## config.mk

```make
export PLATFORM = sky130hd
export DESIGN_NAME = cache_refill_ctrl
export DESIGN_NICKNAME = d
export VERILOG_FILES = /design/src/rtl/cache_refill_ctrl.sv
export SDC_FILE = /design/constraint.sdc
export NUM_CORES = 1
export LEC_CHECK = 0
export CORE_MARGIN = 1
export CORE_UTILIZATION = 35
export CTS_CLUSTER_SIZE = 8
export DETAILED_ROUTE_END_ITERATION = 12
export PLACE_DENSITY = 0.71
export SYNTH_ARGS = -nofsm -noshare
export SYNTH_HDL_FRONTEND = slang
export SYNTH_SLANG_ARGS = --single-unit
```

## constraint.sdc

```tcl
create_clock -name clk -period 2 [get_ports clk]
set_clock_uncertainty 0.15 [all_clocks]
set_input_delay 0.2 -clock clk [delete_from_list [all_inputs] [get_ports clk]]
set_output_delay 0.2 -clock clk [all_outputs]
set_load 0.01 [all_outputs]
```

## src/rtl/cache_refill_ctrl.sv

```systemverilog
// cache_refill_ctrl: miss-path refill controller streaming one generated block per request.
// Define REFILL_CRITICAL_WORD_FIRST_EN to start each burst at the missed word and wrap within the block.
module cache_refill_ctrl #(
    parameter int BLOCK_WORDS = 4,
    parameter int LATENCY     = 3
) (
    input  logic        clk,
    input  logic        rst,
    input  logic        req_valid,
    output logic        req_ready,
    input  logic [31:0] req_addr,
    output logic        resp_valid,
    input  logic        resp_ready,
    output logic [31:0] resp_addr,
    output logic [31:0] resp_data,
    output logic        resp_last,
    output logic        busy,
    output logic [15:0] refill_count
);
    localparam int OFF = $clog2(BLOCK_WORDS);

    typedef enum logic [1:0] {IDLE, WAIT, BURST} state_t;

    state_t           state_q, state_d;
    logic [31:0]      base_q, base_d;
    logic [OFF-1:0]   start_q, start_d;
    logic [OFF-1:0]   k_q, k_d;
    logic [OFF-1:0]   idx;
    logic [7:0]       cnt_q, cnt_d;
    logic [15:0]      count_q, count_d;
    logic             unused_bits;

    always_ff @(posedge clk or negedge rst) begin
        if (!rst) begin
            state_q <= IDLE;
            base_q  <= '0;
            start_q <= '0;
            k_q     <= '0;
            cnt_q   <= '0;
            count_q <= '0;
        end else begin
            state_q <= state_d;
            base_q  <= base_d;
            start_q <= start_d;
            k_q     <= k_d;
            cnt_q   <= cnt_d;
            count_q <= count_d;
        end
    end

    always_comb begin
        state_d = state_q;
        base_d  = base_q;
        start_d = start_q;
        k_d     = k_q;
        cnt_d   = cnt_q;
        count_d = count_q;
        case (state_q)
            IDLE: if (req_valid) begin
                state_d = WAIT;
                base_d  = {req_addr[31:OFF+2], {(OFF+2){1'b0}}};
                start_d = req_addr[OFF+1:2];
                cnt_d   = 8'(LATENCY - 1);
            end
            WAIT: if (cnt_q == 8'd0) begin
                state_d = BURST;
                k_d     = '0;
            end else begin
                cnt_d = cnt_q - 8'd1;
            end
            BURST: if (resp_ready) begin
                k_d = k_q + 1'b1;
                if (&k_q) begin
                    state_d = IDLE;
                    count_d = count_q + 16'd1;
                end
            end
            default: state_d = IDLE;
        endcase
    end

`ifdef REFILL_CRITICAL_WORD_FIRST_EN
    assign idx         = start_q + k_q;
    assign unused_bits = ^req_addr[1:0];
`else
    assign idx         = k_q;
    assign unused_bits = ^{req_addr[1:0], start_q};
`endif

    // rst gates req_ready so every output reads 0 while reset is held
    assign req_ready    = rst && (state_q == IDLE);
    assign busy         = state_q != IDLE;
    assign resp_valid   = state_q == BURST;
    assign resp_addr    = resp_valid ? (base_q | {{(30-OFF){1'b0}}, idx, 2'b00}) : 32'd0;
    assign resp_data    = {2'b00, resp_addr[31:2]};
    assign resp_last    = resp_valid && (&k_q);
    assign refill_count = count_q;
endmodule

```

# After elaboration in Yosys (flattened, before gate mapping)
# Index checks and enable logic that the tools add are counted.
word_totals:
  in_bits: 36
  output_inout_bits: 84
  elab_cells: 41
  ff_bits: 56
  mem_bits_rw: 0
  latch_bits: 0
  memories: 0
  mem_bits_ro: 0
classes:
  n_mul: 0
  shifts: 0
  n_lt_le_gt_ge: 0
  n_reduce_logical: 13
  n_mux: 12
  eq_ne: 7
  addsub: 3
  bitwise_logic: 1
  n_div: 0
ops:
  columns: ["cell", "count"]
  rows:
  - ["$mux 32", 1]
  - ["$or 32x4->32", 1]
  - ["$add 16x1->16 const B", 1]
  - ["$mux 8", 2]
  - ["$pmux 8 s2", 1]
  - ["$mux 2", 6]
  - ["$logic_not 8->1", 1]
  - ["$reduce_and 4->1", 2]
  - ["$sub 8x1->8 const B", 1]
  - ["$ne 2x2->1 const B", 3]
  - ["$pmux 2 s3", 1]
  - ["$reduce_and 3->1", 2]
  - ["$reduce_bool 2->1", 3]
  - ["$ne 2x1->1 const B", 2]
  - ["$pmux 2 s2", 1]
  - ["$reduce_and 2->1", 2]
  - ["$add 2x1->2 const B", 1]
  - ["$eq 2x1->1 const B", 1]
  - ["$eq 2x2->1 const B", 1]
  - ["$logic_and 1x1->1", 2]
  - ["$logic_not 2->1", 1]

# Logic depth before layout (Yosys ltp)
# Gate-level depths: netlist (run 1).
depth:
  word_depth: 4
  mapped_depth: 6
  mapped_depth_nobuf: 6

# Worst setup path after synthesis (run 1)
# Ideal clock, no wire load.
synth_path:
  path_kind: "reg2reg"
  startpoint: "register cnt_q[2]"
  endpoint: "register cnt_q[5]"
  t_required_ps: 1772
  synth_period_minus_slack_ps: 1941
  path_stages_with_launch: 5
  slack_ps: 59
  setup_ps: 78
  path_buffers: 0
  t_arrival_ps: 1713
  path_cell_list: "dfrtp_1 -> or3_4 -> or4_1 -> or3_1 -> a21oi_1"
synth_via:
  elab_chain_len: 3
  elab_cells_between_ends: 6
  classes_between: "add/sub (1); eq/ne (1); mux (2); reduce/logical (2)"
synth_lines:
  columns: ["item", "line_no", "source"]
  rows:
  - ["start: declaration", "29", "logic [7:0] cnt_q, cnt_d;"]
  - ["start signal: assignment", "46", "cnt_q <= cnt_d;"]
  - ["$sub 8x1->8 / $logic_not 8->1 (equally long branches)", "69, 65", null]
  - ["$mux 8 / $ne 2x2->1 (equally long branches)", null, null]
  - ["$pmux 8 s2 / $reduce_and 3->1 (equally long branches)", null, null]
# Several ways; a longest one is shown, not always the timed one. The select of a mux whose other input is x is not followed.
# A chain may end at the register's enable or synchronous reset.

# Worst setup path in the final report (run 1)
layout_path:
  startpoint: "register state_q[0]"
  endpoint: "register count_q[12], in the netlist refill_count[12]"
layout_via:
  elab_chain_len: 2
layout_lines:
  columns: ["item", "line_no", "source"]
  rows:
  - ["start: declaration", "24", "state_t state_q, state_d;"]
  - ["start signal: assignment", "42", "state_q <= state_d;"]
  - ["$eq 2x2->1", "58", "case (state_q)"]
  - ["$reduce_and 4->1 (no line)", null, null]
  - ["end signal: assignment", "47", "count_q <= count_d;"]
  - ["end: declaration", "30", "logic [15:0] count_q, count_d;"]
# Every way passes these cells.

==> reports/qor.log, run 1 <==
[run_status] status finished, final reports clean
[cells_and_area] layout cell share with drive strength beyond 1 7.89%
[yosys] main flop type after synthesis dfrtp_1
[floorplan] initial core utilization 36.8%
[yosys] main combinational cell family by area after synthesis simple AND/OR/NAND/NOR gates
[floorplan] Die Height 92.9 um
[setup_path] Max Fanout on Critical Path 7
[clocking] total clock sinks 56
[drt] Antenna Violating Nets Remaining 0
[setup_path] critical path required time 2060 ps
[sta] setup slack after layout 30.2 ps
[clocking] Longest Clk Path Bufs 2
[yosys] post-synthesis instance total 323
[grt] overall overflow remaining after global route 0
[yosys] EDFF count, synth 0
[sta] ratio of final minimum period to clock period 98.5%
[yosys] mux contribution to synthesized area 1.04%
[yosys] summed instance area of the synthesized netlist 2890 um2
[yosys] cell type with the highest aggregate area in the netlist dfrtp_1
[drt] per-cell via count in the routed design 4.69
[grt] Total Routing Usage GR 15.0%
[yosys] number of warning messages in the yosys log 0
[setup_path] arrival time at the worst endpoint 2030 ps
[yosys] part of the Yosys area used for sequential elements 48.5%
[setup_path] kind of critical path flip-flop to flip-flop
[floorplan] core area 7850 um2
[hold_path] worst min path class input pin to flip-flop
[cells_and_area] Post-layout nets 457
[cells_and_area] final design utilization 51.4%
[grt] initial antenna violation count 0
[placed_design] dpl hpwl 4640 um
[sta] minimum period implied by the final worst setup slack 1970 ps
[drt] DRC violation total after the first TritonRoute iteration 51
[setup_path] startpoint types flip-flop
[sta] Final Max Tran Viols 0
[drt] number of optimization iterations in the first detailed-route pass 4
[placed_design] GPL Wtd Cong 0.817
[yosys] total of flip-flops plus latches after synthesis 56
[floorplan] number of I/O pins 120
[hold_path] end point of the worst hold path base_q[4]
[yosys] Post-Synth XOR/XNOR Area 4.85%
[drt] vias 2437
[sta] setup total negative slack 0 ps
[drt] Total Routed Length 6500 um
[power_and_ir_drop] leakage power 2.19 nW
[job] max capacitance violation total 0
[sta] unrepaired setup endpoints after global routing true
[clocking] CTS root buf clkbuf_8
[hold_path] Hold Path Depth 3
[drt] DR WL/cell 12.5 um
[cells_and_area] most common library cell in the layout ignoring fill and taps nand2_1
[floorplan] total die area 8620 um2
[drt] number of remaining DRC errors 0
[power_and_ir_drop] peak ir drop on the vdd network 0.581 mV
[sta] maximum clock rate 508 MHz
[setup_path] FF-to-FF setup slack 30 ps
[clocking] clock transition at the registers of the reported paths 110 ps
[setup_path] element type at the critical path end flip-flop
[cells_and_area] layout-stage area growth over the synthesis result 39.7%
[setup_path] worst flop-to-flop path endpoint refill_count[12]
[sta] number of hold violations in the final report 0
[floorplan] die boundary width 92.9 um
[yosys] Yosys cell types 38
[placed_design] IO buf count 111
[cells_and_area] Fill cells 808
[clocking] TritonCTS clock tree built
[grt] number of global-route vias before repair 2322
[setup_path] r2r startpoint state_q[0]
[yosys] share of the synthesized area in the top cell type 48.5%
[hold_path] Worst Hold Launch req_addr[4]
[sta] Final Hold Slack 254 ps
[power_and_ir_drop] Total Power 3.55 mW
[placed_design] dpl ws 68.4 ps
[yosys] mean cell area of the mapped netlist 8.94 um2
[power_and_ir_drop] total power divided by cell area 880 nW/um2
[grt] global-route wire length before repair 10400 um
[yosys] simple logic cell fraction of the synthesized area 28.2%
[yosys] fraction of registers with async set/reset 100%
[clocking] count of H-tree levels built during CTS 2
[floorplan] Std-Cell Rows 32
[grt] largest net degree at the start of global routing 57
[yosys] complex-gate fraction of the synthesized area 4.50%
[cells_and_area] most frequent cells in the layout nand2_1, dlygate4sd2_1, dfrtp_1
[sta] transition time at the pin with the least slew margin 698 ps
[clocking] Worst-Skew Late Latency 320 ps
[cells_and_area] antenna cell count 0
[yosys] biggest area contributors in the synthesized netlist dfrtp_1, nand2_1, buf_4, and2_1, xnor2_1
[yosys] share of synthesized cell area in full adder, half adder and majority cells 1.73%
[sta] # setup viols final 0
[setup_path] depth of the worst register-to-register path 7
[clocking] number of clock buffers inserted by TritonCTS 5
[sta] Max-slew headroom 53.4%
[sequential cells by signal (all words and copies together) (netlist names)]
signal,flops
refill_count,16
idx,2
cnt_q,8
state_q,2
base_q,28
[cells in the mapped netlist (3+ instances only)]
cell      number
nor3_1         3
mux2i_1        3
a21oi_1        5
nand3_1        3
xor2_1         4
and3_1         3
xnor2_1       12
and2_1        34
buf_4         34
dfrtp_1       56
o21ai_0        4
nand4_1        6
nor2_1         6
nand2_1      101
ha_1           4
clkbuf_1      11
nor4_1         4
inv_1          6
[timing repair]
item                                    CTS  global route
endpoints found under the setup margin   64            19
resized for setup                        64             4
buffers inserted                          1             0
hold buffers                              1             0
hold endpoints to repair                 56             0
[critical path, cell delays in order, from the launching register on]
cell	delay (ps)
dfrtp_1	410
buf_4	140
buf_4	150
nand4b_1	270
nor4_2	330
buf_4	160
nand4_1	110
xnor2_1	150
[cell families after synthesis]
group                    after synthesis
other                                  1
flip-flops                            56
AO/OA/AOI/OAI                         20
multiplexers                           3
adder cells (fa/ha/maj)                4
AND/OR/NAND/NOR                      172
XOR/XNOR                              16
buffers and inverters                 51
[layout make-up]
type	count	area, um2	share of cell area [%]
Multi-Input combinational cell	219	1200	29.9
Sequential cell	56	1400	34.7
Tap cell	102	128	3.16
Clock buffer	5	68.8	1.70
Inverter	6	22.5	0.558
Clock inverter	3	22.5	0.558
Timing Repair Buffer	129	1190	29.4
[through the flow]
stage,instance area (um2),std cells
after global routing,4040,520
after CTS,4010,520
after detailed placement,3990,510
after floorplan,2900,326
after global placement,3990,510
final,4040,520
[worst max-delay path by stage]
stage                     startpoint          endpoint  slack (ps)  depth (start not counted)
after floorplan             cnt_q[2]          cnt_q[5]          60                          4
after global placement      cnt_q[2]          cnt_q[5]         100                          4
after detailed placement    cnt_q[1]            idx[0]          70                          6
after CTS                 state_q[0]   refill_count[8]          50                          6
after global routing      state_q[0]  refill_count[12]         -50                          7
final                     state_q[0]  refill_count[12]          30                          7
[where the power goes]
part | leakage (nW) | total (mW) | switching [mW] | internal [mW]
clock network | 0.0485 | 0.635 | 0.383 | 0.252
registers | 0.724 | 1.70 | 0.202 | 1.50
logic | 1.42 | 1.22 | 0.640 | 0.578
total | 2.19 | 3.55 | 1.22 | 2.33
[per-layer routing]
layer / track usage [%] / up-vias / wire length, um / share of wire [%]
met5: 0 / - / 0 / 0
li1: - / 1185 / - / -
met4: 3.46 / 0 / 50 / 0.77
met1: 16.9 / 1168 / 2760 / 42
met3: 2.96 / 6 / 386 / 5.9
met2: 28.6 / 78 / 3310 / 51
Note: power is estimated with default switching activity, not from simulation.
==> run 2, diff against run 1 <==
- SLEW_MARGIN: default -> 20
==> results of run 2 <==
Same layout as run 1: the final DEF is identical, and so are final timing and power.
==> run 3, diff against run 2 <==
- CTS_CLUSTER_DIAMETER: default -> 200
- MAX_ROUTING_LAYER: default -> met4
- clock period: 2 -> 1.7 ns (I/O delays scaled with it)
==> run 3 against run 2 <==
Against the previous run: the flow now finishes with violations (negative setup slack); final cell count grew 3.1%; fmax grew 5.5%; sequential cell count is the same; wire length grew 9.6%; global-route usage grew 2.3 points; die area is the same; sequential share of layout area shrank 3.3 points; setup slack lost 200 ps; hold slack lost 23 ps; first-iteration DRC count grew 75%; highest routed layer unchanged; register-to-register slack lost 200 ps.
==> reports/qor.log, run 3 (same netlist as run 1, synthesis figures left out) <==
[grt] largest net degree at the start of global routing 57 [unchanged]
[setup_path] kind of critical path flip-flop to flip-flop
[floorplan] number of I/O pins 120 [unchanged]
[sta] number of hold violations in the final report 0 [unchanged]
[clocking] total clock sinks 56 [unchanged]
[cells_and_area] layout-stage area growth over the synthesis result 54.4%
[drt] DR WL/cell 13.3 um [+6.3%]
[grt] overall overflow remaining after global route 0 [unchanged]
[power_and_ir_drop] Comb pwr share 38.3% [+4.0 points]
[cells_and_area] Post-layout nets 473 [+3.5%]
[placed_design] dpl ws -181 ps [-250 ps]
[placed_design] DP Area 4090 um2 [+2.6%]
[clocking] count of H-tree levels built during CTS 2 [unchanged]
[clocking] Worst-Skew Late Latency 300 ps [-20 ps]
[power_and_ir_drop] fraction of power consumed by sequential logic 43.5% [-4.3 points]
[setup_path] r2r startpoint cnt_q[1]
[cells_and_area] area of the multi-input gates 1380 um2 [+15%]
[power_and_ir_drop] portion of total power attributed to the clock network 18.2% [+0.3 points]
[floorplan] Die Height 92.9 um [unchanged]
[sta] maximum clock rate 535 MHz [+5.5%]
[setup_path] FF-to-FF setup slack -170 ps [-200 ps]
[clocking] number of clock buffers inserted by TritonCTS 5 [unchanged]
[floorplan] Std-Cell Rows 32 [unchanged]
[floorplan] initial core utilization 36.8% [unchanged]
[hold_path] end point of the worst hold path base_q[11]
[setup_path] depth of the worst register-to-register path 4 [-3]
[cells_and_area] Fill cells 687 [-15%]
[hold_path] worst min path class input pin to flip-flop
[sta] minimum period implied by the final worst setup slack 1870 ps [-102 ps]
[power_and_ir_drop] peak ir drop on the vdd network 0.484 mV [-17%]
[hold_path] Hold Path Depth 3 [unchanged]
[cells_and_area] most common library cell in the layout ignoring fill and taps nand2_1
[sta] # setup viols final 9 [+9]
[run_status] failing checks negative setup slack
[drt] vias 2498 [+2.5%]
[job] max capacitance violation total 0 [unchanged]
[cells_and_area] antenna cell count 0 [unchanged]
[drt] DRC violation total after the first TritonRoute iteration 89 [+75%]
[setup_path] Slowest cell on crit path or4_4
[sta] unrepaired setup endpoints after global routing true
[placed_design] IO buf count 111 [unchanged]
[sta] Final Max Tran Viols 0 [unchanged]
[cells_and_area] Seq. cell area 1400 um2 [+0.18%]
[clocking] clock transition at the registers of the reported paths 90 ps [-20 ps]
[setup_path] Max Fanout on Critical Path 3 [-4]
[clocking] TritonCTS clock tree built
[power_and_ir_drop] fraction of power spent switching nets 33.4% [-1.0 points]
[floorplan] core area 7850 um2 [unchanged]
[drt] Antenna Violating Nets Remaining 0 [unchanged]
[clocking] Longest Clk Path Bufs 2 [unchanged]
[sta] transition time at the pin with the least slew margin 716 ps [+17.5 ps]
[setup_path] Largest stage delay, worst path 420 ps [about the same]
[setup_path] element type at the critical path end flip-flop
[cells_and_area] layout cell share with drive strength beyond 1 36.2% [+28 points]
[drt] number of optimization iterations in the first detailed-route pass 4 [unchanged]
[placed_design] dpl hpwl 5070 um [+9.3%]
[cells_and_area] most flop-heavy register base_q
[placed_design] GPL Wtd Cong 0.792 [-3.0%]
[run_status] status finished with violations
[grt] number of global-route vias before repair 2461 [+6.0%]
[hold_path] Worst Hold Launch req_addr[11]
[grt] Total Routing Usage GR 17.2% [+2.3 points]
[drt] per-cell via count in the routed design 4.66 [-0.56%]
[power_and_ir_drop] net switching power figure 1.56 mW [+27%]
[sta] Max-slew headroom 52.3% [-1.2 points]
[cells_and_area] most frequent cells in the layout nand2_1, dfrtp_1, buf_6
[setup_path] worst flop-to-flop path endpoint cnt_q[5]
[power_and_ir_drop] internal power of the cells 3.10 mW [+33%]
[drt] number of remaining DRC errors 0 [unchanged]
[setup_path] critical path required time 1780 ps [-280 ps]
[cells_and_area] flip-flop count of the largest register, all copies and words added 28 [unchanged]
[sta] ratio of final minimum period to clock period 110% [+11 points]
[power_and_ir_drop] leakage power 2.23 nW [+1.7%]
[grt] global-route wire length before repair 11500 um [+10%]
[power_and_ir_drop] total power divided by cell area 1040 nW/um2 [+19%]
[grt] initial antenna violation count 0 [unchanged]
[setup_path] Cell Chain, Critical Path or3_4, or4_4, or3_1, a21oi_1
[sta] setup slack after layout -168 ps [-198 ps]
[cells_and_area] Final Instance Area 4460 um2 [+11%]
[setup_path] arrival time at the worst endpoint 1950 ps [-80 ps]
[drt] Total Routed Length 7130 um [+9.6%]
[floorplan] total die area 8620 um2 [unchanged]
[floorplan] die boundary width 92.9 um [unchanged]
[clocking] CTS root buf clkbuf_8
[setup_path] startpoint types flip-flop
## run 3: changes by cell type in the layout (fill, tap and decap cells not counted), sizes merged
cell,delta
clkinv,-1
clkdlybuf4s50,-1
clkdlybuf4s15,+8
buf,+71
clkbuf,+2
inv,-1
dlygate4sd2,-64
dlymetal6s2s,+1
bufinv,+1
## run 3: worst max-delay path by stage
stage | startpoint | to | depth (start not counted) | slack [ps]
after CTS | cnt_q[1] | cnt_q[5] | 4 | -140
after global routing | cnt_q[1] | cnt_q[5] | 4 | -230
after floorplan | cnt_q[2] | cnt_q[5] | 4 | -140
after detailed placement | cnt_q[0] | idx[0] | 6 | -180
after global placement | cnt_q[0] | idx[0] | 6 | -100
final | cnt_q[1] | cnt_q[5] | 4 | -170
## run 3: power groups by stage
stage / Combinational (mW) / Sequential [mW] / Clock [mW]
after floorplan: 0.926 / 1.98 / 0
after global placement: 1.54 / 2.00 / 0
after detailed placement: 1.60 / 2.01 / 0
after CTS: 1.73 / 2.01 / 0.876
after global routing: 1.99 / 2.08 / 0.925
final: 1.78 / 2.03 / 0.846
## run 3: per-layer routing
layer | global-route usage, % | routed length, um | vias up
li1 | - | - | 1217
met1 | 20.5 | 3170 | 1201
met2 | 29.2 | 3560 | 72
met3 | 3.53 | 303 | 8
met4 | 5.64 | 89 | 0
met5 | - | 0 | -
## run 3: through the flow
stage	hold WS (ps)	cells	setup TNS [ps]	utilization, %	total power [mW]
2_1_floorplan	-276	326	-331	-	2.90
3_5_place_dp	293	521	-7240	52.1	3.61
5_1_grt	218	536	-4500	56.9	5.00
6_report	231	536	-814	56.9	4.66
4_1_cts	225	536	-1560	53.5	4.61
3_3_place_gp	289	521	-4340	52.1	3.53
## run 3: timing repair
action / in CTS / in global routing
pin swaps: 8 / 6
hold buffers: 1 / 0
gates resized for setup: 267 / 90
hold endpoints to repair: 56 / 0
endpoints found under the setup margin: 81 / 86
setup buffers: 6 / 1
## run 3: layout make-up
type | count | share of cell area (%)
Tap cell | 102 | 2.86
Clock inverter | 2 | 0.785
Inverter | 6 | 0.505
Clock buffer | 6 | 1.63
Sequential cell | 56 | 31.5
Multi-Input combinational cell | 219 | 31.0
Timing Repair Buffer | 145 | 31.8
## run 3: worst max-delay path: cells and delay by family, from the launching register on
kind | cells | cell delay (ps)
AND/OR/NAND/NOR | 3 | 1130
flip-flops | 1 | 400
AO/OA/AOI/OAI | 1 | 120
